## src/rtl/decode_stage_hs.sv

```systemverilog
// Decode stage with register file, immediate generation, operand forwarding, branch compare,
// jump-target computation and a valid/ready ID/EX pipeline register.
// Optional skid entry on the ID/EX boundary is enabled by defining DECODE_SKID_EN.
module decode_stage_hs #(
  parameter int unsigned XLEN    = 32,
  parameter int unsigned NUM_FWD = 3,
  parameter int unsigned CTRL_W  = 12,
  localparam int unsigned FS_W   = $clog2(NUM_FWD + 1)
) (
  input  logic                    clk,
  input  logic                    rst,
  input  logic                    id_valid_i,
  output logic                    id_ready_o,
  input  logic [31:0]             inst_i,
  input  logic [XLEN-1:0]         pc_i,
  input  logic [CTRL_W-1:0]       ctrl_i,
  input  logic                    nop_i,
  input  logic                    flush_i,
  input  logic [2:0]              imm_typ_i,
  input  logic                    jalr_i,
  input  logic                    alu_src1_i,
  input  logic [1:0]              alu_src2_i,
  input  logic                    sgn_unsgn_i,
  input  logic [FS_W-1:0]         fwd_sel1_i,
  input  logic [FS_W-1:0]         fwd_sel2_i,
  input  logic [NUM_FWD*XLEN-1:0] fwd_data_i,
  input  logic                    rf_we_i,
  input  logic [4:0]              rf_waddr_i,
  input  logic [XLEN-1:0]         rf_wdata_i,
  output logic [4:0]              rs1_o,
  output logic [4:0]              rs2_o,
  output logic [6:0]              opcode_o,
  output logic [2:0]              func3_o,
  output logic [6:0]              func7_o,
  output logic                    eq_o,
  output logic                    lt_o,
  output logic                    ge_o,
  output logic [XLEN-1:0]         jump_addr_o,
  output logic                    ex_valid_o,
  input  logic                    ex_ready_i,
  output logic [CTRL_W-1:0]       ex_ctrl_o,
  output logic [XLEN-1:0]         ex_pc_o,
  output logic [XLEN-1:0]         ex_a_o,
  output logic [XLEN-1:0]         ex_b_o,
  output logic [XLEN-1:0]         ex_sdata_o,
  output logic [4:0]              ex_rd_o
);

  localparam int unsigned PW = CTRL_W + 4 * XLEN + 5;

  assign opcode_o = inst_i[6:0];
  assign func3_o  = inst_i[14:12];
  assign rs1_o    = inst_i[19:15];
  assign rs2_o    = inst_i[24:20];
  assign func7_o  = inst_i[31:25];

  logic [XLEN-1:0] rf_q [32];
  logic [XLEN-1:0] rf_d [32];
  logic [XLEN-1:0] rf_rd1, rf_rd2, op1, op2, imm, opa, opb, jump_sum;
  logic [31:0]     imm32;
  logic [CTRL_W-1:0] ctrl_eff;
  logic [PW-1:0]   in_pl, main_q, main_d;
  logic            ex_valid_q, ex_valid_d, accept, main_free;

  // Register-file write port; x0 is never written.
  always_comb begin
    rf_d = rf_q;
    if (rf_we_i && rf_waddr_i != 5'd0) rf_d[rf_waddr_i] = rf_wdata_i;
  end

  // Register-file storage.
  always_ff @(posedge clk or negedge rst) begin
    if (!rst) begin
      for (int i = 0; i < 32; i++) rf_q[i] <= '0;
    end else begin
      rf_q <= rf_d;
    end
  end

  // Combinational reads with write-through bypass from WB.
  always_comb begin
    rf_rd1 = '0;
    rf_rd2 = '0;
    if (rs1_o != 5'd0) rf_rd1 = (rf_we_i && rf_waddr_i == rs1_o) ? rf_wdata_i : rf_q[rs1_o];
    if (rs2_o != 5'd0) rf_rd2 = (rf_we_i && rf_waddr_i == rs2_o) ? rf_wdata_i : rf_q[rs2_o];
  end

  // Forwarding mux: select 0 is the register file, k picks bus k-1, out-of-range gives 0.
  always_comb begin
    op1 = '0;
    op2 = '0;
    if (fwd_sel1_i == '0) op1 = rf_rd1;
    if (fwd_sel2_i == '0) op2 = rf_rd2;
    for (int unsigned k = 0; k < NUM_FWD; k++) begin
      if (32'(fwd_sel1_i) == k + 1) op1 = fwd_data_i[k*XLEN +: XLEN];
      if (32'(fwd_sel2_i) == k + 1) op2 = fwd_data_i[k*XLEN +: XLEN];
    end
  end

  // Immediate generation, built at 32 bits then sign-extended to XLEN.
  always_comb begin
    unique case (imm_typ_i)
      3'd0:    imm32 = {{20{inst_i[31]}}, inst_i[31:20]};
      3'd1:    imm32 = {{20{inst_i[31]}}, inst_i[31:25], inst_i[11:7]};
      3'd2:    imm32 = {{19{inst_i[31]}}, inst_i[31], inst_i[7], inst_i[30:25], inst_i[11:8], 1'b0};
      3'd3:    imm32 = {inst_i[31:12], 12'b0};
      3'd4:    imm32 = {{11{inst_i[31]}}, inst_i[31], inst_i[19:12], inst_i[20], inst_i[30:21],
                        1'b0};
      3'd5:    imm32 = {27'b0, inst_i[24:20]};
      default: imm32 = '0;
    endcase
    imm = XLEN'($signed(imm32));
  end

  // ALU operand selection, branch compare and jump target.
  always_comb begin
    opa = alu_src1_i ? pc_i : op1;
    unique case (alu_src2_i)
      2'd0:    opb = op2;
      2'd1:    opb = imm;
      2'd2:    opb = XLEN'(4);
      default: opb = '0;
    endcase
    eq_o        = (op1 == op2);
    lt_o        = sgn_unsgn_i ? (op1 < op2) : ($signed(op1) < $signed(op2));
    ge_o        = ~lt_o;
    jump_sum    = (jalr_i ? op1 : pc_i) + imm;
    jump_addr_o = {jump_sum[XLEN-1:1], jump_sum[0] & ~jalr_i};
  end

  assign ctrl_eff  = nop_i ? '0 : ctrl_i;
  assign in_pl     = {ctrl_eff, pc_i, opa, opb, op2, inst_i[11:7]};
  assign accept    = id_valid_i & id_ready_o;
  assign main_free = ~ex_valid_q | ex_ready_i;

`ifdef DECODE_SKID_EN
  logic [PW-1:0] skid_q, skid_d;
  logic          skid_valid_q, skid_valid_d;

  // Ready comes from a flop so EX backpressure never reaches IF combinationally.
  assign id_ready_o = ~skid_valid_q;

  // ID/EX and skid next state; the skid drains first to keep acceptance order.
  always_comb begin
    main_d       = main_q;
    ex_valid_d   = ex_valid_q;
    skid_d       = skid_q;
    skid_valid_d = skid_valid_q;
    if (main_free) begin
      if (skid_valid_q) begin
        main_d       = skid_q;
        ex_valid_d   = 1'b1;
        skid_valid_d = 1'b0;
      end else begin
        ex_valid_d = accept;
        if (accept) main_d = in_pl;
      end
    end else if (accept) begin
      skid_d       = in_pl;
      skid_valid_d = 1'b1;
    end
    if (flush_i) begin
      ex_valid_d   = 1'b0;
      skid_valid_d = 1'b0;
    end
  end

  // Skid entry registers.
  always_ff @(posedge clk or negedge rst) begin
    if (!rst) begin
      skid_q       <= '0;
      skid_valid_q <= 1'b0;
    end else begin
      skid_q       <= skid_d;
      skid_valid_q <= skid_valid_d;
    end
  end
`else
  assign id_ready_o = main_free;

  // ID/EX next state without a skid entry.
  always_comb begin
    main_d     = main_q;
    ex_valid_d = ex_valid_q;
    if (main_free) begin
      ex_valid_d = accept;
      if (accept) main_d = in_pl;
    end
    if (flush_i) ex_valid_d = 1'b0;
  end
`endif

  // ID/EX pipeline register.
  always_ff @(posedge clk or negedge rst) begin
    if (!rst) begin
      main_q     <= '0;
      ex_valid_q <= 1'b0;
    end else begin
      main_q     <= main_d;
      ex_valid_q <= ex_valid_d;
    end
  end

  assign ex_valid_o = ex_valid_q;
  assign {ex_ctrl_o, ex_pc_o, ex_a_o, ex_b_o, ex_sdata_o, ex_rd_o} = main_q;

endmodule
```

## config.mk

```make
export PLATFORM = sky130hd
export DESIGN_NAME = decode_stage_hs
export DESIGN_NICKNAME = d
export VERILOG_FILES = /design/src/rtl/decode_stage_hs.sv
export SDC_FILE = /design/constraint.sdc
export NUM_CORES = 2
export LEC_CHECK = 0
export CORE_ASPECT_RATIO = 1.25
export CORE_MARGIN = 10
export CORE_UTILIZATION = 45
export CTS_CLUSTER_DIAMETER = 60
export DETAILED_ROUTE_END_ITERATION = 7
export PLACE_DENSITY = 0.69
export SETUP_SLACK_MARGIN = 0.05
export SYNTH_ARGS = -nofsm -noshare
export SYNTH_HDL_FRONTEND = slang
export SYNTH_SLANG_ARGS = --single-unit
```

## constraint.sdc

```tcl
create_clock -name clk -period 11.6 [get_ports clk]
set_input_delay 2.32 -clock clk [delete_from_list [all_inputs] [get_ports clk]]
set_output_delay 2.32 -clock clk [all_outputs]
set_load 0.01 [all_outputs]
```

==> results <==
- The run finished with clean final reports.
- The number of clock buffers added by TritonCTS is 112.
- Detailed placement ended at an HPWL of 142000 um.
- For this run the aggregate overflow at the end of global routing stands at 0.
- The library cells used most frequently in the layout, excluding fill and tap cells, are sky130_fd_sc_hd__dfrtp_1 (1170), sky130_fd_sc_hd__mux2_2 (1071), sky130_fd_sc_hd__mux4_2 (638).
- Wire segments on met3 add up to 18100 um in the final route.
- The via total after detailed routing is 44500.
- The routed metal-1 wire length is 84100 um.
- The die covers 162000 um^2.
- The number of buffers and inverters on the critical path is 4.
- Synthesis produced a netlist with a net count of 4920.
- In the routed layout, each cell is associated on average with a via count of 6.55.
- The post-CTS setup buffer count is 0.
- The global-route wire length before repair is 321000 um.
- The largest total area in the synthesized netlist belongs to sky130_fd_sc_hd__dfrtp_1.
- The final layout net count is 5088.
- The highest metal layer carrying signal wires in the routed design is met5.
- The async set-reset flop share out of synthesis is 100%.
- The standby leakage power is 0.0322 uW.
- By area the synthesized netlist is led by sky130_fd_sc_hd__dfrtp_1 (45%), sky130_fd_sc_hd__mux4_2 (22%), sky130_fd_sc_hd__mux2_2 (18%).
- Of the total power, the clock network draws 31.8%.
- In this run the deepest clock path goes through 3 buffers.
- The fraction of synthesized cell area taken by the top area cell type is 44.6%.
- In this run the worst path has a maximum fanout of 75.
- The post-route minimum period is 11290 ps.
- The count of input and output buffers is 422.
- Entering global routing, the biggest net connects 176 pins.
- Broken down by cell family, the worst path's largest delay share belongs to buffers and inverters.
- The data arrival time of the critical path is 8970 ps.
- The final setup skew is 20.0 ps.
- The type of the worst setup path is input pin to primary output.
- In this run the number of H-tree levels came out at 3.
- For the final routed database, the setup TNS stands at 0 ps.
- Once layout is complete, the utilization of the core stands at 52.0%.
- In this run the clock root is driven by a sky130_fd_sc_hd__clkbuf_16.
- The die is 361 um wide.
- The classification of the worst-slack hold path is flop to flop.
- In the synthesized netlist, the number of instances is 4628.
- The peak ir drop on the vdd network is 0.142 mV.
- The cell area that synthesis handed to floorplanning was 65600 um^2.
- For this run, design rule violations remaining after detail routing come to 0.
- Per report_power, the combinational group accounts for 24.7% of the total.
- The number of rows in the core area is 156.
- The average routed wire per standard cell is 32.5 um.
- The largest single stage delay on the critical path is 650 ps.
- In the global route stage, overall resource usage came out at 26.9%.
- The number of global-route vias before repair is 45900.
- The sequential fraction of design power is 43.5%.
- The first-iteration detailed-routing DRC count is 4215.
- The clock-pin slew of the registers on the worst-case setup and hold paths is 70 ps.
- The pin slew with the least headroom to its limit is 1280 ps.
- The number of pins exceeding their max-slew limit in the final report is 0.
- The worst reg2reg path depth is 9.
- The synthesized area divided by synthesized cell count is 14.2 um^2.
- Measured against its own limit, the worst slew margin works out to 14.5%.
- The met2 wirelength from detailed routing is 104000 um.
- After synthesis, flip-flops and latches occupy 44.6% of the total area.
- The initial antenna violation count is 13.
- After layout, the worst path uses 97.3% of the clock period.
- The die is 447 um tall.
- The dominant synthesized flop cell is sky130_fd_sc_hd__dfrtp_1.
- The final wirelength is 221000 um.
- The worst setup path is captured at a primary output.
- The power per cell area is 163 nW/um^2.
- Counting flops and latches in the post-synthesis netlist gives 1170.
- The effective utilization at floorplan is 45.3%.
- The signal on the critical path passes through buf_8, buf_4, mux4_2, mux4_2, mux2i_1, nand2_1, o21ai_0, o21ai_0, ha_1, nand4_1, nor3_1, o21ai_0, a21boi_0, buf_4, o31a_1, clkdlybuf4s50_1.
- Cell internal power was estimated by the tool at 8810 uW.
- Based on the critical path, the design can be clocked at up to 0.0886 GHz.
- The total count of hold-check failures in the final report is 0.
- Of the cells placed in the final design, the portion with a size suffix greater than 1 is 43.4%.
- The clock insertion delay at the later pin of the skew report is 750 ps.
- The first detailed-routing pass ran for 5 iterations.
- The TritonCTS clock tree is built.
- The count of max-cap constraint violations is 0.
- The critical-path cell with the highest stage delay is sky130_fd_sc_hd__buf_8.
- The total net switching power is 3480 uW.
- The number of enable-type register cells in the synthesized netlist is 0.
- At the end of routability-driven placement, the weighted congestion stood at 0.992.
- After clock tree synthesis, the flow added hold-fix buffers numbering 0.
- For the worst setup path, the data required time is 9280 ps.
- Setup repair after global routing left no endpoint under its margin.
- Counting instances, the worst hold path has a depth of 0.
- The cell count along the critical path is 16.
- The floorplan step defined a core boundary enclosing 145000 um^2.
- Leaving out fill and tap cells, the most frequent cell in the layout is sky130_fd_sc_hd__dfrtp_1.
- The count of endpoints failing setup in the final report is 0.
- From synthesis to final layout, the design area changed by 14.9%.
- The count of nets left with antenna violations once routing finished came out at 0.
- Yosys printed 0 warnings.
- The switching share of power is 28.3%.
- In this design, the critical path's most frequently occurring cell is sky130_fd_sc_hd__o21ai_0.
- During I/O placement, the number of pins put on the boundary was 437.
- The critical path launch point type is an input pin.
- The count of different cell masters after synthesis is 58.
- Counting every sink on the clock net gives 1170.
## what timing repair did
item,CTS,global route
resized for setup,0,1
setup endpoints to repair,0,1
endpoints found under the hold margin,0,0
## routing by layer
metal | global-route usage (%) | vias up
met5 | 0 | -
met4 | 15.8 | 14
met3 | 5.48 | 561
met2 | 43.1 | 2302
met1 | 33.8 | 23600
li1 | - | 18000
## kinds of logic after synthesis
group | count (synthesis) | share of synthesized area, %
AO/OA/AOI/OAI | 447 | 4.39
adder cells (fa/ha/maj) | 64 | 1.23
buffers and inverters | 531 | 3.48
multiplexers | 1828 | 42.1
AND/OR/NAND/NOR | 553 | 3.69
XOR/XNOR | 35 | 0.467
flip-flops | 1170 | 44.6
## worst reg2reg max path: cells and delay by family (launching register included)
family | cells | cell delay (ps)
muxes | 4 | 1670
buffers and inverters | 1 | 250
AOI/OAI and AO/OA | 3 | 820
and+or+nand+nor | 1 | 90
DFF | 1 | 400
## final cells by class
cell class	instances	area (um^2)
Clock buffer	167	3370
Inverter	20	75.1
Tap cell	1896	2370
Clock inverter	40	507
Antenna cell	5	12.5
Timing Repair Buffer	565	5490
Sequential cell	1170	29300
Fill cell	12000	69500
Multi-Input combinational cell	2927	34300
## synthesized netlist by cell type (18+ instances only)
library cell               count
sky130_fd_sc_hd__dfrtp_1    1170
sky130_fd_sc_hd__mux2_2     1071
sky130_fd_sc_hd__mux4_2      638
sky130_fd_sc_hd__clkbuf_1    341
sky130_fd_sc_hd__nand2_1     311
sky130_fd_sc_hd__o21ai_0     187
sky130_fd_sc_hd__mux2i_1     119
sky130_fd_sc_hd__nor2_1      115
sky130_fd_sc_hd__a21oi_1      67
sky130_fd_sc_hd__ha_1         63
sky130_fd_sc_hd__buf_2        61
sky130_fd_sc_hd__buf_1        60
sky130_fd_sc_hd__buf_4        42
sky130_fd_sc_hd__a22oi_1      38
sky130_fd_sc_hd__a21o_1       37
sky130_fd_sc_hd__nand2b_1     24
sky130_fd_sc_hd__a211oi_1     20
sky130_fd_sc_hd__inv_1        20
sky130_fd_sc_hd__a31oi_1      18
sky130_fd_sc_hd__xnor2_1      18
## stage by stage
step | total power (uW) | std cells | hold slack (ps) | setup WS [ps] | area, um^2
final | 12300 | 6790 | 397 | 313 | 75400
after global routing | 12800 | 6787 | 402 | 127 | 75400
after CTS | 12300 | 6785 | 397 | 445 | 75300
after detailed placement | 8420 | 6578 | 383 | 457 | 71500
after global placement | 8310 | 6578 | 377 | 423 | 71500
after floorplan | 7290 | 4628 | 441 | 2560 | 65600
## flip-flops by register name, indices dropped and copies added, names as in the netlist
name / flops
ex_valid_o: 1
main_q: 145
rf_q: 1024
## power groups by stage
stage                     registers [uW]  logic (uW)  clock network (uW)
final                               5350        3040                3900
after global routing                5430        3230                4100
after CTS                           5330        3030                3940
after detailed placement            5400        3020                   0
after global placement              5350        2960                   0
after floorplan                     5250        2040                   0
## worst paths after layout
kind,slack (ps),start,endpoint
max,310,inst_i[15],ge_o
min,400,rf_q[1012]$_DFFE_PN0P_,rf_q[1012]$_DFFE_PN0P_
max reg2reg,8220,rf_q[271]$_DFFE_PN0P_,main_q[84]$_DFFE_PN0P_
min reg2reg,400,rf_q[1012]$_DFFE_PN0P_,rf_q[1012]$_DFFE_PN0P_
max in group asynchronous,7670,rst,rf_q[690]$_DFFE_PN0P_
min in group asynchronous,1580,rst,main_q[137]$_DFFE_PN0P_
No activity file was read; power rests on OpenSTA's default activity.
